$ cat config.mk
export PLATFORM = sky130hd
export DESIGN_NAME = mem_data_port
export DESIGN_NICKNAME = d
export VERILOG_FILES = /design/src/rtl/mem_data_port.sv
export SDC_FILE = /design/constraint.sdc
export NUM_CORES = 1
export LEC_CHECK = 0
export BUFFER_PORTS_ARGS = -buffer_cell sky130_fd_sc_hd__buf_2
export CAP_MARGIN = 20
export CELL_PAD_IN_SITES_DETAIL_PLACEMENT = 1
export CELL_PAD_IN_SITES_GLOBAL_PLACEMENT = 1
export CORE_MARGIN = 2
export CORE_UTILIZATION = 36
export CTS_BUF_LIST = sky130_fd_sc_hd__clkbuf_2
export DETAILED_ROUTE_END_ITERATION = 7
export GPL_TIMING_DRIVEN = 0
export PLACE_DENSITY_LB_ADDON = 0.2
export SLEW_MARGIN = 10
export SYNTH_ARGS = -nofsm -noshare
export SYNTH_HDL_FRONTEND = slang
export SYNTH_SLANG_ARGS = --single-unit
$ cat constraint.sdc
create_clock -name clk -period 4.81 [get_ports clk]
set_input_delay 0.7215 -clock clk [delete_from_list [all_inputs] [get_ports clk]]
set_output_delay 0.7215 -clock clk [all_outputs]
set_load 0.02 [all_outputs]
$ cat src/rtl/mem_data_port.sv
// mem_data_port
// MEM-stage data-memory port. Takes a load/store from the EX/MEM register,
// issues it to data memory with registered request signals, stalls the
// pipeline until dmem_resp, lane-shifts store data and extends load data.
//
// Parameters:
//   ADDR_W : address width
//   DATA_W : data width (only 32 is supported)
//
// Ports:
//   clk, rst        : clock, asynchronous active-high reset
//   req_read        : EX/MEM holds a load
//   req_write       : EX/MEM holds a store (never together with req_read)
//   addr            : word-aligned address
//   bit_shift       : byte offset within the word
//   funct3          : RV32I load/store width code
//   byte_enable     : store byte-lane mask, already offset-shifted
//   wdata           : unshifted store data
//   advance         : pipeline advancing this cycle
//   stall           : hold all pipeline registers
//   load_data       : extended load result
//   load_valid      : load_data valid (DONE after a read)
//   dmem_*          : registered data-memory request, read data and response
//   misalign_err    : only with MISALIGN_TRAP_EN; misaligned access trapped
//
// Optional feature macro: MISALIGN_TRAP_EN
module mem_data_port #(
    parameter int unsigned ADDR_W = 32,
    parameter int unsigned DATA_W = 32
) (
    input  logic              clk,
    input  logic              rst,
    input  logic              req_read,
    input  logic              req_write,
    input  logic [ADDR_W-1:0] addr,
    input  logic [1:0]        bit_shift,
    input  logic [2:0]        funct3,
    input  logic [3:0]        byte_enable,
    input  logic [DATA_W-1:0] wdata,
    input  logic              advance,
    output logic              stall,
    output logic [DATA_W-1:0] load_data,
    output logic              load_valid,
    output logic [ADDR_W-1:0] dmem_address,
    output logic              dmem_read,
    output logic              dmem_write,
    output logic [3:0]        dmem_mbe,
    output logic [DATA_W-1:0] dmem_wdata,
    input  logic [DATA_W-1:0] dmem_rdata,
    input  logic              dmem_resp
`ifdef MISALIGN_TRAP_EN
    ,
    output logic              misalign_err
`endif
);

    typedef enum logic [1:0] {StIdle, StBusy, StDone} state_e;

    state_e            state_q;
    logic [2:0]        funct3_q;
    logic [1:0]        shift_q;
    logic              is_read_q;
    logic              req;
    logic              misaligned;
    logic [DATA_W-1:0] rshift;
    logic [DATA_W-1:0] ext;

    assign req = req_read | req_write;

`ifdef MISALIGN_TRAP_EN
    // lw/sw need offset 0; halfwords must not straddle the word boundary.
    assign misaligned = ((funct3 == 3'b010) && (bit_shift != 2'd0)) ||
                        ((funct3[1:0] == 2'b01) && (bit_shift == 2'd3));
`else
    assign misaligned = 1'b0;
`endif

    // Gated by rst so every output reads 0 while reset is held.
    assign stall = ~rst & req & (state_q != StDone);

    // Lane extraction; halfword at offset 3 sees zeros shifted in as its upper byte.
    always_comb begin
        rshift = dmem_rdata >> {shift_q, 3'b000};
        case (funct3_q)
            3'b000:  ext = {{(DATA_W-8){rshift[7]}}, rshift[7:0]};
            3'b100:  ext = {{(DATA_W-8){1'b0}}, rshift[7:0]};
            3'b001:  ext = {{(DATA_W-16){rshift[15]}}, rshift[15:0]};
            3'b101:  ext = {{(DATA_W-16){1'b0}}, rshift[15:0]};
            default: ext = dmem_rdata;
        endcase
    end

    always_ff @(posedge clk or posedge rst) begin
        if (rst) begin
            state_q      <= StIdle;
            funct3_q     <= 3'b000;
            shift_q      <= 2'd0;
            is_read_q    <= 1'b0;
            load_data    <= '0;
            load_valid   <= 1'b0;
            dmem_address <= '0;
            dmem_read    <= 1'b0;
            dmem_write   <= 1'b0;
            dmem_mbe     <= 4'b0000;
            dmem_wdata   <= '0;
        end else begin
            case (state_q)
                StIdle: begin
                    if (req) begin
                        if (misaligned) begin
                            // Trapped: no memory access, straight to DONE.
                            state_q    <= StDone;
                            load_data  <= '0;
                            load_valid <= 1'b0;
                        end else begin
                            state_q      <= StBusy;
                            dmem_address <= addr;
                            dmem_mbe     <= req_read ? 4'b1111 : byte_enable;
                            dmem_wdata   <= wdata << {bit_shift, 3'b000};
                            dmem_read    <= req_read;
                            dmem_write   <= req_write;
                            funct3_q     <= funct3;
                            shift_q      <= bit_shift;
                            is_read_q    <= req_read;
                        end
                    end
                end
                StBusy: begin
                    if (dmem_resp) begin
                        dmem_read  <= 1'b0;
                        dmem_write <= 1'b0;
                        load_valid <= is_read_q;
                        if (is_read_q) begin
                            load_data <= ext;
                        end
                        state_q <= StDone;
                    end
                end
                StDone: begin
                    // Hold here until the pipeline moves; never re-issue.
                    if (advance) begin
                        state_q    <= StIdle;
                        load_valid <= 1'b0;
                    end
                end
                default: state_q <= StIdle;
            endcase
        end
    end

`ifdef MISALIGN_TRAP_EN
    always_ff @(posedge clk or posedge rst) begin
        if (rst) begin
            misalign_err <= 1'b0;
        end else if ((state_q == StIdle) && req && misaligned) begin
            misalign_err <= 1'b1;
        end else if ((state_q == StDone) && advance) begin
            misalign_err <= 1'b0;
        end
    end
`endif

endmodule

**Word level (Yosys, flattened, before mapping)**

Cells that the tools add are included.

- Register bits: 111
- Bits of input ports: 111
- Logic and storage cells: 49
- Output and inout port bits: 104

- Bitwise operators: 4
- Shift operators: 2
- Equality and inequality tests: 9
- Reduce and logical (&&, ||, !) cells: 9
- Mux-type cells: 14

Operators with widths:

| operator | number |
|---|---|
| $pmux W32 S4 | 1 |
| $shl A32 B5 Y32 | 1 |
| $shr A32 B5 Y16 | 1 |
| $reduce_and A3 Y1 | 4 |
| $ne A2 B2 Y1 const B | 4 |
| $eq A3 B3 Y1 const B | 2 |
| $mux W2 | 3 |
| $pmux W1 S2 | 3 |
| $pmux W2 S3 | 1 |
| $mux W1 | 5 |
| $mux W4 | 1 |
| $reduce_bool A2 Y1 | 2 |
| $eq A3 B1 Y1 const B | 1 |
| $logic_not A3 Y1 | 1 |
| $and A1 B1 Y1 | 2 |
| $eq A2 B1 Y1 const B | 1 |
| $eq A2 B2 Y1 const B | 1 |
| $logic_not A2 Y1 | 1 |
| $reduce_and A2 Y1 | 1 |
| $not A1 Y1 | 1 |
| $or A1 B1 Y1 | 1 |

**Depth between registers and ports, before layout**

Gate-level depths: netlist of the first run.

- Depth after elaboration: 3
- Depth in mapped cells: 7
- Gate-level depth less buffers: 4

**Worst setup path before layout of the first run**

OpenSTA, ideal clock, no wires.

- Path type: input -> output
- Start: input port req_read
- End: output port stall
- Path slack: 2.830 ns
- Required time: 4.089 ns
- Buffers on the path: 0
- Stages on the path: 2
- Data arrival time: 1.258 ns
- Cell sequence: nor2_1 -> nor3_1

- Longest elaborated chain between the ends: 3

RTL lines:

| element | line | RTL |
|---|---|---|
| start, declared | 33 | `input logic req_read,` |
| $or A1 B1 Y1 | 68 | `assign req = req_read \| req_write;` |
| $and A1 B1 Y1 (2 in a row) | 79 | `assign stall = ~rst & req & (state_q != StDone);` |
| end, declared | 41 | `output logic stall,` |

No other way between the ends.

**Worst setup path in the final report of the first run**

- Start: register state_q[1]
- End: output port stall

- Longest elaborated chain between the ends: 2

RTL lines:

| element | line | RTL |
|---|---|---|
| start, declared | 59 | `state_e state_q;` |
| start signal, assigned | 95 | `state_q <= StIdle;` |
| start signal, assigned | 112 | `state_q <= StDone;` |
| start signal, assigned | 116 | `state_q <= StBusy;` |
| $ne A2 B2 Y1 | 79 |  |
| $and A1 B1 Y1 | 79 |  |

No other way between the ends.

==> impl_metrics.csv, run 1 <==
group,metric,value,unit
worst_setup_path,reg2reg_from,"shift_q[1]$_DFFE_PP0P_",
drt,dr_wl_met2,8.484,mm
sta,hold_violations,0,
power,comb_power_share,52.8,%
worst_setup_path,path_buf_inv,2,
sta,min_period,2.361,ns
sta,setup_viol,0,
sta,finalWorstSetupSlack,2.449,ns
grt,grt_pass1_wl,28.03,mm
floorplan,pin_count,215,
final_layout,diodes,0,
floorplan,die_area,15630,um^2
drt,drc,0,
worst_setup_path,cp-startpoint,"state_q[1]$_DFFE_PP0P_",
worst_setup_path,crit_path_end_kind,"primary output",
drt,drt-met1-wl,7.384,mm
grt,antenna_found_initial,1,
worst_setup_path,worstSetupStartpointType,"register",
sta,drv_slew,0,
final_layout,multi_input_comb_area,2262,um^2
clock_tree,cts_setup_buffers,0,
power,p_leak,3.570,nW
grt,grt_pass1_vias,5471,
yosys,ys_warn_count,0,
drt,avgRoutedWirePerCell,17.39,um
placement,dp_worst_setup_slack,2.550,ns
clock_tree,numCtsBuffers,9,
floorplan,rows,44,
run,max_cap_viol_count,0,
worst_setup_path,critical_path.cell_chain,"inv_1 > nor2_1 > nor3_1 > buf_2",
clock_tree,cts_hold_buf,0,
clock_tree,cts_resized,0,
yosys,syn-instance-count,588,
drt,highest_layer,"met5",
final_layout,fin_nets,923,
final_layout,nFillCells,1799,
yosys,avgSynthCellArea,8.969,um^2
power,power.clock.fraction,10.1,%
drt,antenna_left,0,
placement,routabilityCongestion,0.8345,
final_layout,finalInstanceArea,6708,um^2
grt,track_usage,22.42,%
final_layout,fin_util,46.50,%
yosys,synth_area,5274,um^2
yosys,synth_edf_count,0,
power,ir_worst_vdd,0.0002979,V
sta,max_slew_margin,59.35,%
power,seqPwrFrac,37.1,%
clock_tree,htree_levels,3,
floorplan,core,14420,um^2
power,power.switching,0.002073,W
floorplan,die_h,125.0,um
clock_tree,tritoncts,"done",
drt,wl_met3,1.241,mm
drt,via_per_inst,5.091,
yosys,ys_ff_latch,111,
final_layout,regArea,2778,um^2
worst_setup_path,cp.arrival,1.64,ns
worst_setup_path,cp.required,4.09,ns
grt,overflow,0,
worst_setup_path,path_delay_family,"flip-flops",
drt,drtPass1Iterations,4,
run_status,outcome,"finished clean",
final_layout,synthToLayoutAreaGrowth,27.19,%
clock_tree,cts_sinks,111,
power,swShare,48.11,%
worst_setup_path,endpoint,"stall",
hold_path,min-delay-path-class,"in -> async",
yosys,synth_cell_type_count,41,
clock_tree,path_clk_slew,0.29,ns
worst_setup_path,reg2reg_slack,2.98,ns
sta,rsz0062_at_grt,"false",
placement,io_buffers,212,
yosys,syn_nets,699,
worst_setup_path,timing.rr.end,"load_data[27]$_DFFE_PP0P_",
worst_setup_path,reg2reg_depth,6,
yosys,ys.flop_type,"dfrtp_1",
power,power_density,642.2,nW/um^2
power,p_int,0.002235,W
worst_setup_path,worstPathMaxFanout,6,
grt,grt_max_degree,58,
drt,wl,17.39,mm
clock_tree,clock_latency,0.60,ns
yosys,synth-async-reset-ratio,100.0,%
worst_setup_path,path_class,"reg -> out",
placement,dp_hpwl,13.56,mm
placement,dpl_cell_area,6598,um^2
sta,timing.fmax,423.6,MHz
worst_setup_path,cp_slowest_cell,"dfrtp_1",
final_layout,drive_gt1_share,31.86,%
sta,fin_crit_sh,49.08,%
drt,num_vias,5091,
clock_tree,clk_path_buf_depth,2,
floorplan,start_util,36.56,%
floorplan,dieWidth,125.0,um
clock_tree,cts_root_buf,"clkbuf_2",
worst_setup_path,max_stage_delay,0.52,ns
sta,tightest_slew,0.6098,ns
sta,finClkSkew,0.02278,ns
worst_setup_path,path_depth,4,
yosys,ys_seq_area_share,52.67,%
drt,drt-initial-drc-count,181,
cell type report:
cell class	count	area share (%)
plain buffers	40	2.761
repair buffers	213	16.23
clock buffers	10	0.7461
well taps	184	3.432
flip-flops and latches	111	41.41
multi-input cells	424	33.73
clock inverters	5	0.8954
inverters	13	0.8021
power groups by stage:
stage | logic [W] | registers (W) | clock network (W)
6_report | 0.00228 | 0.00160 | 0.000434
3_3_place_gp | 0.00223 | 0.00159 | 0
5_1_grt | 0.00250 | 0.00166 | 0.000485
2_1_floorplan | 0.000997 | 0.00207 | 0
4_1_cts | 0.00231 | 0.00160 | 0.000455
3_5_place_dp | 0.00231 | 0.00162 | 0
metal layers:
layer | vias to the layer above | global-route usage, %
li1 | 2417 | -
met1 | 2470 | 27.58
met2 | 181 | 38.55
met3 | 21 | 5.948
met4 | 2 | 7.124
met5 | - | 0
how the worst min path moves through the flow:
stage,from,end
2_1_floorplan,funct3_q[2]$_DFFE_PP0P_,funct3_q[2]$_DFFE_PP0P_
3_3_place_gp,dmem_wdata[0]$_DFFE_PP0P_,dmem_wdata[0]$_DFFE_PP0P_
3_5_place_dp,dmem_wdata[1]$_DFFE_PP0P_,dmem_wdata[1]$_DFFE_PP0P_
4_1_cts,rst,dmem_mbe[1]$_DFFE_PP0P_
5_1_grt,rst,dmem_address[15]$_DFFE_PP0P_
6_report,rst,dmem_mbe[1]$_DFFE_PP0P_
cells by family (layout without fill, tap and decap cells):
logic type,after synthesis,count (layout),share of synthesized area (%)
AO/OA/AOI/OAI,110,110,12.48
flip-flops,111,111,52.67
AND/OR/NAND/NOR,278,278,23.13
multiplexers,36,36,7.284
buffers and inverters,53,281,4.437
registers in the layout, indices dropped and copies added, names as in the netlist:
name and count:
load_valid 1, dmem_mbe 4, state_q 2, shift_q 2, is_read_q 1, dmem_write 1
dmem_read 1, funct3_q 3, dmem_wdata 32, load_data 32, dmem_address 32
stage by stage:
step                instances  TNS (ns)  hold slack [ns]  power (W)
floorplan                 588         0           0.4928   0.003069
global placement          984    -28.13           0.4487   0.003819
detailed placement        985         0           0.4580   0.003926
CTS                      1000         0          0.09522   0.004362
global route             1000         0          0.08164   0.004645
finish                   1000         0           0.1192   0.004308
placed cells by master (no fill, tap or decap), types with 2 or more instances in the layout:
master     synthesis  layout
o22a_1             4       4
and2_1             6       6
dfrtp_1          111     111
o22ai_1            4       4
mux2i_1           26      26
nand3_1           40      40
clkinv_4           0       2
nand2b_1           7       7
buf_2             10     222
clkbuf_2           0      10
nor2b_1           13      13
o21ai_0           28      28
buf_4              4       4
nor3_1             4       4
nor2_1            21      21
buf_1              4       4
nand2_1          178     178
a21oi_1           47      47
inv_1             13      12
clkbuf_1          21      21
a211oi_1           8       8
mux2_2             9       9
o31ai_1            9       9
a2bb2oi_1          2       2
cells in the mapped netlist, types with 2 or more instances:
library cell	number	share of area, %
nand2_1	178	13
dfrtp_1	111	53
a21oi_1	47	4.5
nand3_1	40	3.8
o21ai_0	28	2.7
mux2i_1	26	4.9
clkbuf_1	21	1.5
nor2_1	21	1.5
inv_1	13	0.93
nor2b_1	13	1.5
buf_2	10	0.95
mux2_2	9	1.9
o31ai_1	9	1.3
a211oi_1	8	1.1
nand2b_1	7	0.83
and2_1	6	0.71
buf_1	4	0.28
buf_4	4	0.57
nor3_1	4	0.38
o22a_1	4	0.66
o22ai_1	4	0.47
a2bb2oi_1	2	0.33
worst reg2reg max path: stages (launching register included):
cell and delay (ns):
dfrtp_1 0.44, buf_4 0.18, nand4b_1 0.14, a21bo_2 0.25, o31ai_4 0.46, buf_6 0.21
nand3_1 0.08
Note: power is estimated with default switching activity, not from simulation.
==> run 2, diff against run 1 <==
- CORE_UTILIZATION: 36 -> 33
- clock period: 4.81 -> 2.1 ns (I/O delays scaled with it)
==> run 2 against run 1 <==
Register-to-register slack worse by 2.9 ns; sequential power is 130% higher; clock-buffer cell count stayed put; largest cell class unchanged.
==> impl_metrics.csv, run 2 (synthesis gave the netlist of run 1 again) <==
group,metric,value,unit
final_layout,layout_commonest_cell,"buf_2",
drt,via_per_inst,4.894,
worst_setup_path,max_stage_delay,0.49,ns
worst_setup_path,worstPathMaxFanout,5,
sta,fin_crit_sh,94.42,%
sta,timing.fmax,504.3,MHz
sta,max_slew_margin,59.67,%
clock_tree,htree_levels,3,
drt,antenna_left,0,
floorplan,pin_count,215,
drt,avgRoutedWirePerCell,17.73,um
sta,tightest_slew,0.6050,ns
worst_setup_path,crit_path_end_kind,"primary output",
grt,antenna_found_initial,1,
power,comb_power_share,54.4,%
grt,grt_pass1_wl,30.79,mm
run_status,outcome,"finished clean",
worst_setup_path,reg2reg_slack,0.13,ns
final_layout,stdcell_count,1127,
floorplan,dieWidth,130.4,um
grt,overflow,0,
sta,holdWs,0.04667,ns
worst_setup_path,reg2reg_depth,6,
final_layout,top_regs,"dmem_address (32), dmem_wdata (32), load_data (32)",
clock_tree,cts_root_buf,"clkbuf_2",
worst_setup_path,worstSetupStartpointType,"register",
clock_tree,numCtsBuffers,9,
power,seqPwrFrac,36.3,%
floorplan,die_h,130.4,um
clock_tree,clock_latency,0.65,ns
grt,use_met2,43.98,%
final_layout,fin_util,48.66,%
final_layout,multi_input_comb_area,2262,um^2
sta,min_period,1.983,ns
sta,setup_viol,0,
hold_path,min_from,"wdata[14]",
sta,drv_slew,0,
power,power_density,1319,nW/um^2
clock_tree,tritoncts,"done",
final_layout,layout_common_cells,"buf_2 (222), nand2_1 (178), dfrtp_1 (110), dlygate4sd3_1 (89), a21oi_1 (47)",
final_layout,synthToLayoutAreaGrowth,45.50,%
drt,drc,0,
hold_path,hold_path_end,"dmem_wdata[22]$_DFFE_PP0P_",
drt,drtPass1Iterations,4,
grt,track_usage,23.58,%
floorplan,die_area,17010,um^2
drt,wl,19.99,mm
worst_setup_path,path_class,"reg -> out",
hold_path,min-delay-path-class,"in -> reg",
final_layout,nFillCells,1993,
floorplan,start_util,33.44,%
sta,finClkSkew,0.01693,ns
final_layout,fin_nets,1016,
drt,num_vias,5515,
worst_setup_path,timing.rr.end,"dmem_address[20]$_DFFE_PP0P_",
sta,rsz0062_at_grt,"false",
grt,grt_pass1_vias,5901,
grt,grt.busiest_layer,"met2",
worst_setup_path,critical_path.cell_chain,"inv_1 > nor2_1 > nor3_1 > buf_2",
final_layout,drive_gt1_share,29.12,%
clock_tree,path_clk_slew,0.31,ns
power,power.clock.fraction,9.3,%
placement,io_buffers,212,
grt,use_met3,4.520,%
worst_setup_path,cp_slowest_cell,"dfrtp_2",
power,power.switching,0.004944,W
floorplan,core,15770,um^2
final_layout,regArea,2779,um^2
placement,dp_hpwl,14.14,mm
drt,drt-initial-drc-count,184,
grt,grt_max_degree,38,
worst_setup_path,cp.required,1.78,ns
power,ir_worst_vdd,0.0006162,V
hold_path,min_path_cells,3,
power,p_leak,3.957,nW
clock_tree,cts_sinks,111,
run,max_cap_viol_count,0,
power,p_int,0.005177,W
sta,hold_violations,0,
power,swShare,48.85,%
placement,post-place-cells,1019,
worst_setup_path,reg2reg_from,"state_q[1]$_DFFE_PP0P_",
grt,globalRouteMet1Util,27.32,%
floorplan,rows,46,
worst_setup_path,cp.arrival,1.67,ns
clock_tree,clk_path_buf_depth,2,
placement,routabilityCongestion,0.8384,
==> run 2: worst max-delay path: cells and delay by family, from the launching register on <==
family                 cells  cell delay, ns
buffers and inverters      2            0.34
DFF                        1            0.49
and+or+nand+nor            2            0.20
==> run 2: layout make-up <==
type	instances	share of cell area, %
diodes	1	0.03261
plain buffers	40	2.413
clock buffers	10	0.6522
clock inverters	6	0.5870
inverters	13	0.6848
multi-input cells	424	29.48
flip-flops and latches	111	36.21
well taps	216	3.522
repair buffers	306	26.41
==> run 2: metrics by stage <==
| step | TNS [ns] | setup slack (ns) | instance area [um^2] | total power (W) |
|---|---|---|---|---|
| 2_1_floorplan | 0 | 0.4415 | 5278 | 0.007030 |
| 3_3_place_gp | -43.60 | -0.4013 | 6609 | 0.008778 |
| 3_5_place_dp | 0 | 0.2309 | 6669 | 0.009025 |
| 4_1_cts | 0 | 0.01226 | 7655 | 0.01013 |
| 5_1_grt | 0 | 0.005954 | 7674 | 0.01091 |
| 6_report | 0 | 0.1171 | 7674 | 0.01012 |
==> run 2: power by group through the flow <==
stage | registers, W | clock network, W | logic [W]
2_1_floorplan | 0.00475 | 0 | 0.00228
3_3_place_gp | 0.00365 | 0 | 0.00513
3_5_place_dp | 0.00370 | 0 | 0.00532
4_1_cts | 0.00366 | 0.000989 | 0.00548
5_1_grt | 0.00380 | 0.00106 | 0.00605
6_report | 0.00367 | 0.000943 | 0.00550
==> run 2: worst max path at each step <==
stage	from	endpoint	slack [ns]	depth (start not counted)
after floorplan	rst	dmem_address[0]$_DFFE_PP0P_	0.44	1
after global placement	rst	dmem_address[11]$_DFFE_PP0P_	-0.40	2
after detailed placement	dmem_rdata[31]	load_data[30]$_DFFE_PP0P_	0.23	6
after CTS	state_q[1]$_DFFE_PP0P_	stall	0.01	4
after global routing	state_q[1]$_DFFE_PP0P_	stall	0.006	4
final	state_q[1]$_DFFE_PP0P_	stall	0.12	4
==> run 2: per-layer routing <==
layer	vias to the layer above	share of wire, %
li1	2607	-
met1	2720	40
met5	-	0
met2	169	53
met3	19	5.9
met4	0	1.6
==> run 2: timing repair <==
action / 4_1_cts / 5_1_grt
resized for setup: 0 / 1
endpoints found under the hold margin: 132 / 0
hold buffers: 89 / 0
buffers inserted: 0 / 2
endpoints found under the setup margin: 0 / 1
